## src/rtl/usb_frame_pkg.sv

```systemverilog
// Shared types for the USB RX frame parser.
// State encoding, default sync marker and header bundle.
package usb_frame_pkg;

  typedef enum logic [2:0] {
    ST_IDLE,
    ST_CMD,
    ST_LEN,
    ST_HDR,
    ST_PAYLOAD,
    ST_CSUM
  } state_t;

  localparam logic [7:0]  SYNC_DEFAULT = 8'hA5;
  localparam logic [15:0] ERR_MAX      = 16'hFFFF;

  typedef struct packed {
    logic [7:0] cmd;
    logic [7:0] len;
  } hdr_t;

endpackage

```

## src/rtl/usb_frame_timeout.sv

```systemverilog
// Idle-cycle counter with clear/enable; pulses o_expire on the
// LIMIT-th enabled cycle. LIMIT of 0 never expires.
module usb_frame_timeout #(
  parameter int unsigned LIMIT = 1_000_000
) (
  input  logic clk,
  input  logic rst,
  input  logic i_clr,
  input  logic i_en,
  output logic o_expire
);

  localparam int unsigned W = (LIMIT > 1) ? $clog2(LIMIT) : 1;
  localparam logic [W-1:0] LAST = W'((LIMIT == 0) ? 0 : LIMIT - 1);

  logic [W-1:0] r_cnt;
  logic         w_hit;

  assign w_hit    = (LIMIT != 0) && i_en && (r_cnt == LAST);
  assign o_expire = w_hit;

  always_ff @(posedge clk or posedge rst) begin
    if (rst) begin
      r_cnt <= '0;
    end else if (i_clr || w_hit) begin
      r_cnt <= '0;
    end else if (i_en) begin
      r_cnt <= r_cnt + 1'b1;
    end
  end

endmodule

```

## src/rtl/usb_frame_parser.sv

```systemverilog
// Recovers sync/cmd/len/payload/xor-checksum frames from the
// FTDI RX byte stream and emits header, word stream and status.
module usb_frame_parser
  import usb_frame_pkg::*;
#(
  parameter int unsigned TIMEOUT_CYCLES = 1_000_000,
  parameter logic [7:0]  SYNC_BYTE      = SYNC_DEFAULT
) (
  input  logic        clk,
  input  logic        rst,
  input  logic        rx_valid,
  output logic        rx_ready,
  input  logic [7:0]  rx_data,
  output logic        hdr_valid,
  input  logic        hdr_ready,
  output logic [7:0]  hdr_cmd,
  output logic [7:0]  hdr_len,
  output logic        out_valid,
  input  logic        out_ready,
  output logic [31:0] out_data,
  output logic        out_last,
  output logic        frame_done,
  output logic        frame_ok,
  output logic        frame_abort,
  output logic [15:0] err_cnt
);

  state_t      r_state;
  state_t      w_next;
  hdr_t        r_hdr;
  logic [7:0]  r_csum;
  logic [1:0]  r_idx;
  logic [7:0]  r_wcnt;
  logic [23:0] r_part;
  logic [31:0] r_data;
  logic        r_valid;
  logic        r_last;
  logic        r_done;
  logic        r_ok;
  logic        r_abort;
  logic [15:0] r_err;

  logic w_acc;
  logic w_timed;
  logic w_load;
  logic w_final;
  logic w_expire;
  logic w_to_en;
  logic w_to_clr;
  logic w_err_inc;

  assign w_acc   = rx_valid & rx_ready;
  assign w_load  = (r_state == ST_PAYLOAD) && w_acc && (r_idx == 2'd3);
  assign w_final = w_load && ((r_wcnt + 8'd1) == r_hdr.len);

  assign w_to_en  = w_timed & rx_ready & ~rx_valid;
  assign w_to_clr = ~w_timed | w_acc;

  usb_frame_timeout #(
    .LIMIT (TIMEOUT_CYCLES)
  ) u_timeout (
    .clk      (clk),
    .rst      (rst),
    .i_clr    (w_to_clr),
    .i_en     (w_to_en),
    .o_expire (w_expire)
  );

  always_ff @(posedge clk or posedge rst) begin
    if (rst) r_state <= ST_IDLE;
    else     r_state <= w_next;
  end

  always_comb begin
    w_next = r_state;
    if (w_expire) begin
      w_next = ST_IDLE;
    end else begin
      unique case (r_state)
        ST_IDLE:    if (w_acc && rx_data == SYNC_BYTE) w_next = ST_CMD;
        ST_CMD:     if (w_acc) w_next = ST_LEN;
        ST_LEN:     if (w_acc) w_next = ST_HDR;
        ST_HDR:     if (hdr_ready)
                      w_next = (r_hdr.len == 8'd0) ? ST_CSUM : ST_PAYLOAD;
        ST_PAYLOAD: if (w_final) w_next = ST_CSUM;
        ST_CSUM:    if (w_acc) w_next = ST_IDLE;
        default:    w_next = ST_IDLE;
      endcase
    end
  end

  // The 4th byte of a word may only enter when the output slot frees up.
  always_comb begin
    rx_ready  = 1'b0;
    hdr_valid = 1'b0;
    w_timed   = 1'b0;
    unique case (r_state)
      ST_IDLE: rx_ready = 1'b1;
      ST_CMD, ST_LEN, ST_CSUM: begin
        rx_ready = 1'b1;
        w_timed  = 1'b1;
      end
      ST_HDR: hdr_valid = 1'b1;
      ST_PAYLOAD: begin
        rx_ready = (r_idx != 2'd3) | ~r_valid | out_ready;
        w_timed  = 1'b1;
      end
      default: rx_ready = 1'b0;
    endcase
  end

  always_ff @(posedge clk or posedge rst) begin
    if (rst) begin
      r_hdr  <= '0;
      r_csum <= '0;
      r_idx  <= '0;
      r_wcnt <= '0;
      r_part <= '0;
      r_done <= 1'b0;
      r_ok   <= 1'b0;
    end else begin
      r_done <= 1'b0;
      r_ok   <= 1'b0;
      if (w_expire) r_idx <= '0;
      case (r_state)
        ST_IDLE: if (w_acc && rx_data == SYNC_BYTE) r_csum <= '0;
        ST_CMD: if (w_acc) begin
          r_hdr.cmd <= rx_data;
          r_csum    <= r_csum ^ rx_data;
        end
        ST_LEN: if (w_acc) begin
          r_hdr.len <= rx_data;
          r_csum    <= r_csum ^ rx_data;
          r_idx     <= '0;
          r_wcnt    <= '0;
        end
        ST_PAYLOAD: if (w_acc) begin
          r_csum <= r_csum ^ rx_data;
          r_idx  <= r_idx + 2'd1;
          r_part <= {rx_data, r_part[23:8]};
          if (r_idx == 2'd3) r_wcnt <= r_wcnt + 8'd1;
        end
        ST_CSUM: if (w_acc) begin
          r_done <= 1'b1;
          r_ok   <= (rx_data == r_csum);
        end
        default: ;
      endcase
    end
  end

  always_ff @(posedge clk or posedge rst) begin
    if (rst) begin
      r_data  <= '0;
      r_valid <= 1'b0;
      r_last  <= 1'b0;
    end else if (w_load) begin
      r_data  <= {rx_data, r_part};
      r_valid <= 1'b1;
      r_last  <= w_final;
    end else if (out_ready) begin
      r_valid <= 1'b0;
      r_last  <= 1'b0;
    end
  end

  assign w_err_inc = (r_done & ~r_ok) | r_abort;

  always_ff @(posedge clk or posedge rst) begin
    if (rst) begin
      r_abort <= 1'b0;
      r_err   <= '0;
    end else begin
      r_abort <= w_expire;
      if (w_err_inc && r_err != ERR_MAX) r_err <= r_err + 16'd1;
    end
  end

  assign hdr_cmd     = r_hdr.cmd;
  assign hdr_len     = r_hdr.len;
  assign out_valid   = r_valid;
  assign out_data    = r_data;
  assign out_last    = r_last;
  assign frame_done  = r_done;
  assign frame_ok    = r_ok;
  assign frame_abort = r_abort;
  assign err_cnt     = r_err;

endmodule

```

## config.mk

```make
export PLATFORM = sky130hd
export DESIGN_NAME = usb_frame_parser
export DESIGN_NICKNAME = d
export VERILOG_FILES = /design/src/rtl/usb_frame_pkg.sv /design/src/rtl/usb_frame_timeout.sv /design/src/rtl/usb_frame_parser.sv
export SDC_FILE = /design/constraint.sdc
export NUM_CORES = 1
export LEC_CHECK = 0
export BUFFER_PORTS_ARGS = -buffer_cell sky130_fd_sc_hd__buf_4
export CORE_MARGIN = 2
export CORE_UTILIZATION = 30
export CTS_CLUSTER_SIZE = 16
export DETAILED_ROUTE_END_ITERATION = 16
export GPL_TIMING_DRIVEN = 0
export PLACE_DENSITY = 0.59
export SYNTH_ARGS = -nofsm -noshare
export SYNTH_HDL_FRONTEND = slang
export SYNTH_SLANG_ARGS = --single-unit
export TNS_END_PERCENT = 30
```

## constraint.sdc

```tcl
create_clock -name clk -period 3.94 [get_ports clk]
set_input_delay 0.197 -clock clk [delete_from_list [all_inputs] [get_ports clk]]
set_output_delay 0.197 -clock clk [all_outputs]
set_load 0.05 [all_outputs]
```

==> summary.txt <==
Floorplanning
  – Total core area: between 20000 and 25000 sq um
  – I/O pin count: 84
  – Die width: between 100 and 150 microns
  – Die Area: ~22000 sq um
  – Initial Util: between 30% and 40%
  – Rows: 52
  – Die height: approximately 150 microns

Pwr
  – Net Sw Power: 1760 uW
  – Switch share: between 30 and 40%
  – Comb power frac: roughly 29%
  – Pwr Total: ~5100 uW
  – Leak: ~0.0037 uW
  – Sequential share of power: a little over a third
  – Max VDD drop: ~270 uV
  – Clock power frac: approximately a third
  – Pwr/cell area: about 660 nW/um^2
  – P_int: 3360 uW

Worst setup path
  – Setup crit end kind: register
  – Critical Path End: out_data[3]
  – Crit path from: r_state[2]
  – Worst r2r path cells: 8
  – Reg2reg start: r_state[2]
  – CP max FO: 10
  – Arrival @ worst endpoint: ~2600 ps
  – Reg2reg end: out_data[3]
  – Worst Path Class, Setup: reg -> reg
  – Reg2Reg Setup Slack: 1610 ps
  – WP data required: 4240 ps
  – Startpoint types: register

Yosys
  – Async SR Flop Fraction: between 90% and 100%
  – Share of the synthesized area in the top cell type: 54.7%
  – Yosys reg bits: around 130
  – Warnings, synthesis: 0
  – Synthesized instance count: approximately 610
  – Post-synth EDFFs: 0
  – Synth Area per Inst: approximately 10 sq um
  – Synth area leaders: dfrtp_1 55%, nand2_1 8.6%, mux2_2 5.3%
  – Cell variety after synth: 54
  – Synth Flop Type: dfrtp_1
  – Syn Nets: 630
  – Synthesized area: 6130 sq um
  – Sequential share of the synthesized area: approximately 55%
  – Synth area leader: dfrtp_1

STA
  – Setup TNS: 0 ps
  – Final WS setup: between 1500 and 2000 ps
  – Final Cycle Share: 59.3%
  – Period minus WS final: roughly 2300 ps
  – RSZ-0062 raised after global routing: no
  – F_max: approximately 430 MHz
  – Worst Tran Pin Value: 865 ps
  – Final worst clock skew: roughly 6.9 ps
  – Slew margin rel.: between 40% and 50%
  – Final setup fails: 0
  – Final Slew Violations: 0
  – Final hold vios: 0

Outcome
  – Status: finished, final reports clean

Job
  – Max_cap viols: 0

Placement
  – Worst slack, placed: 1590 ps
  – Placed insts: ~970
  – IO buf count: between 80 and 90
  – Routability cong.: a little over 0.8
  – Post-detail-place hpwl: approximately 10 mm

Hold path
  – HP Class: in -> reg

GRT
  – Grt ovf: 0
  – Global-route wire length before repair: approximately 25 mm
  – Initial antenna violation count: 0
  – Largest net degree at the start of global routing: 82
  – Tot GR Track Use: between 10% and 20%
  – Vias in the first global route: around 4700

Clock tree
  – Post-CTS Setup Bufs: 0
  – CTS Root Cell: clkbuf_16
  – CTS tree: done
  – Worst-path clk slew: around 60 ps
  – Hold buffers post-CTS: 1
  – Clk buf depth: 2
  – Post-cts resize count: 0
  – Clock sink count: around 130
  – Worst-Skew Late Latency: around 420 ps
  – Inserted Clock Buffers: 17
  – Htree depth: 4

Drt
  – DRT antenna net count: 0
  – WL/cell: between 10 and 15 microns
  – Vias: between 4000 and 5000
  – Initial DRC Count: roughly 230
  – DRC violations left: 0
  – Vias per inst: 4.67
  – Detailed-route wire length: between 10 and 15 mm
  – First-pass DRT Iterations: 4

Layout
  – Area growth syn-to-layout: 27.2%
  – Antenna diode count: 0
  – Final Non-Filler Cells: 999
  – Fin nets: 734
  – Share of cells above drive strength 1: between 20% and 30%
-- power by group through the flow --
stage,registers (uW),logic [uW],clock network (uW)
2_1_floorplan,2130,796,0
3_3_place_gp,1860,1490,0
3_5_place_dp,1860,1510,0
6_report,1840,1500,1770
4_1_cts,1840,1520,1810
5_1_grt,1880,1660,1860
-- metrics by stage --
step	hold slack, ps	area (sq um)	util [%]
floorplan	302	6130	-
global placement	458	7090	35.1
detailed placement	287	7120	35.3
CTS	44.4	7790	38.6
global route	56.5	7790	38.6
finish	60.7	7790	38.6
-- sequential cells by signal, indices dropped and copies added (netlist names) --
signal	cells
hdr_cmd	8
frame_done	1
hdr_len	8
out_data	32
err_cnt	16
r_state	3
out_last	1
u_timeout.r_cnt	20
frame_ok	1
frame_abort	1
r_wcnt	8
r_part	24
out_valid	1
r_idx	2
r_csum	8
-- metal layers --
layer / track usage, % / vias to the layer above / wire length, microns
li1: - / 2304 / -
met1: 20.0 / 2270 / 7180
met2: 22.5 / 72 / 6750
met3: 2.80 / 16 / 458
met4: 4.71 / 0 / 244
met5: 0 / - / 0
-- final cells by class --
cell class,instances,area (sq um)
plain buffers,26,130
clock buffers,20,467
clock inverters,11,196
fillers,2037,12400
inverters,16,65.1
multi-input cells,437,2580
flip-flops and latches,134,3350
well taps,270,338
repair buffers,85,661
-- how the worst min path moves through the flow --
stage	start	end	slack, ps	depth (start not counted)
detailed placement	rst	u_timeout.r_cnt[9]	290	2
floorplan	rx_data[2]	hdr_len[2]	300	2
global placement	r_part[5]	out_data[5]	460	2
global route	rx_data[6]	hdr_cmd[6]	60	2
CTS	rx_data[0]	hdr_cmd[0]	40	2
finish	rx_data[4]	hdr_cmd[4]	60	2
-- worst max-delay path, stage by stage (launching register included) --
cell      delay [ps]
dfrtp_1          320
buf_2            180
buf_4            190
nor3b_1          500
nand4_1          220
clkbuf_1         280
buf_1            320
nand2_1          130
nand2_1           60
-- synth_stat cells (all sizes together), types with 2 or more instances --
cell / number
o21ai: 39
nand2: 141
nor3: 12
nand3b: 5
nor2: 39
xor2: 22
a31oi: 3
nor2b: 4
a21oi: 12
nand2b: 9
nand3: 27
o22ai: 4
o2bb2ai: 8
buf: 15
or3: 3
a2111oi: 3
mux2i: 2
and2: 5
or4: 2
o31ai: 2
a221oi: 2
and3: 7
nand4: 14
dfrtp: 134
clkbuf: 11
nor4: 2
nor4b: 2
nor3b: 3
ha: 4
mux2: 29
xnor2: 18
inv: 16
-- cell families after synthesis --
group	synth area share [%]
multiplexers	5.66
XOR/XNOR	5.72
buffers and inverters	3.10
AO/OA/AOI/OAI	8.33
adder cells (fa/ha/maj)	0.980
flip-flops	54.7
AND/OR/NAND/NOR	21.5
-- cells in the final DEF, fill, tap and decap left out, types with 8 or more instances in the layout --
cell,Yosys,routed
buf_4,3,86
clkbuf_1,11,11
nand2b_1,9,9
clkbuf_16,0,17
a21oi_1,12,12
xor2_1,22,22
xnor2_1,18,18
o2bb2ai_1,8,8
inv_1,16,15
dfrtp_1,134,134
nand4_1,14,14
o21ai_0,36,36
nand2_1,141,141
nor3_1,11,11
nor2_1,38,38
mux2_2,29,29
nand3_1,27,27
(Power assumes the default switching activity.)
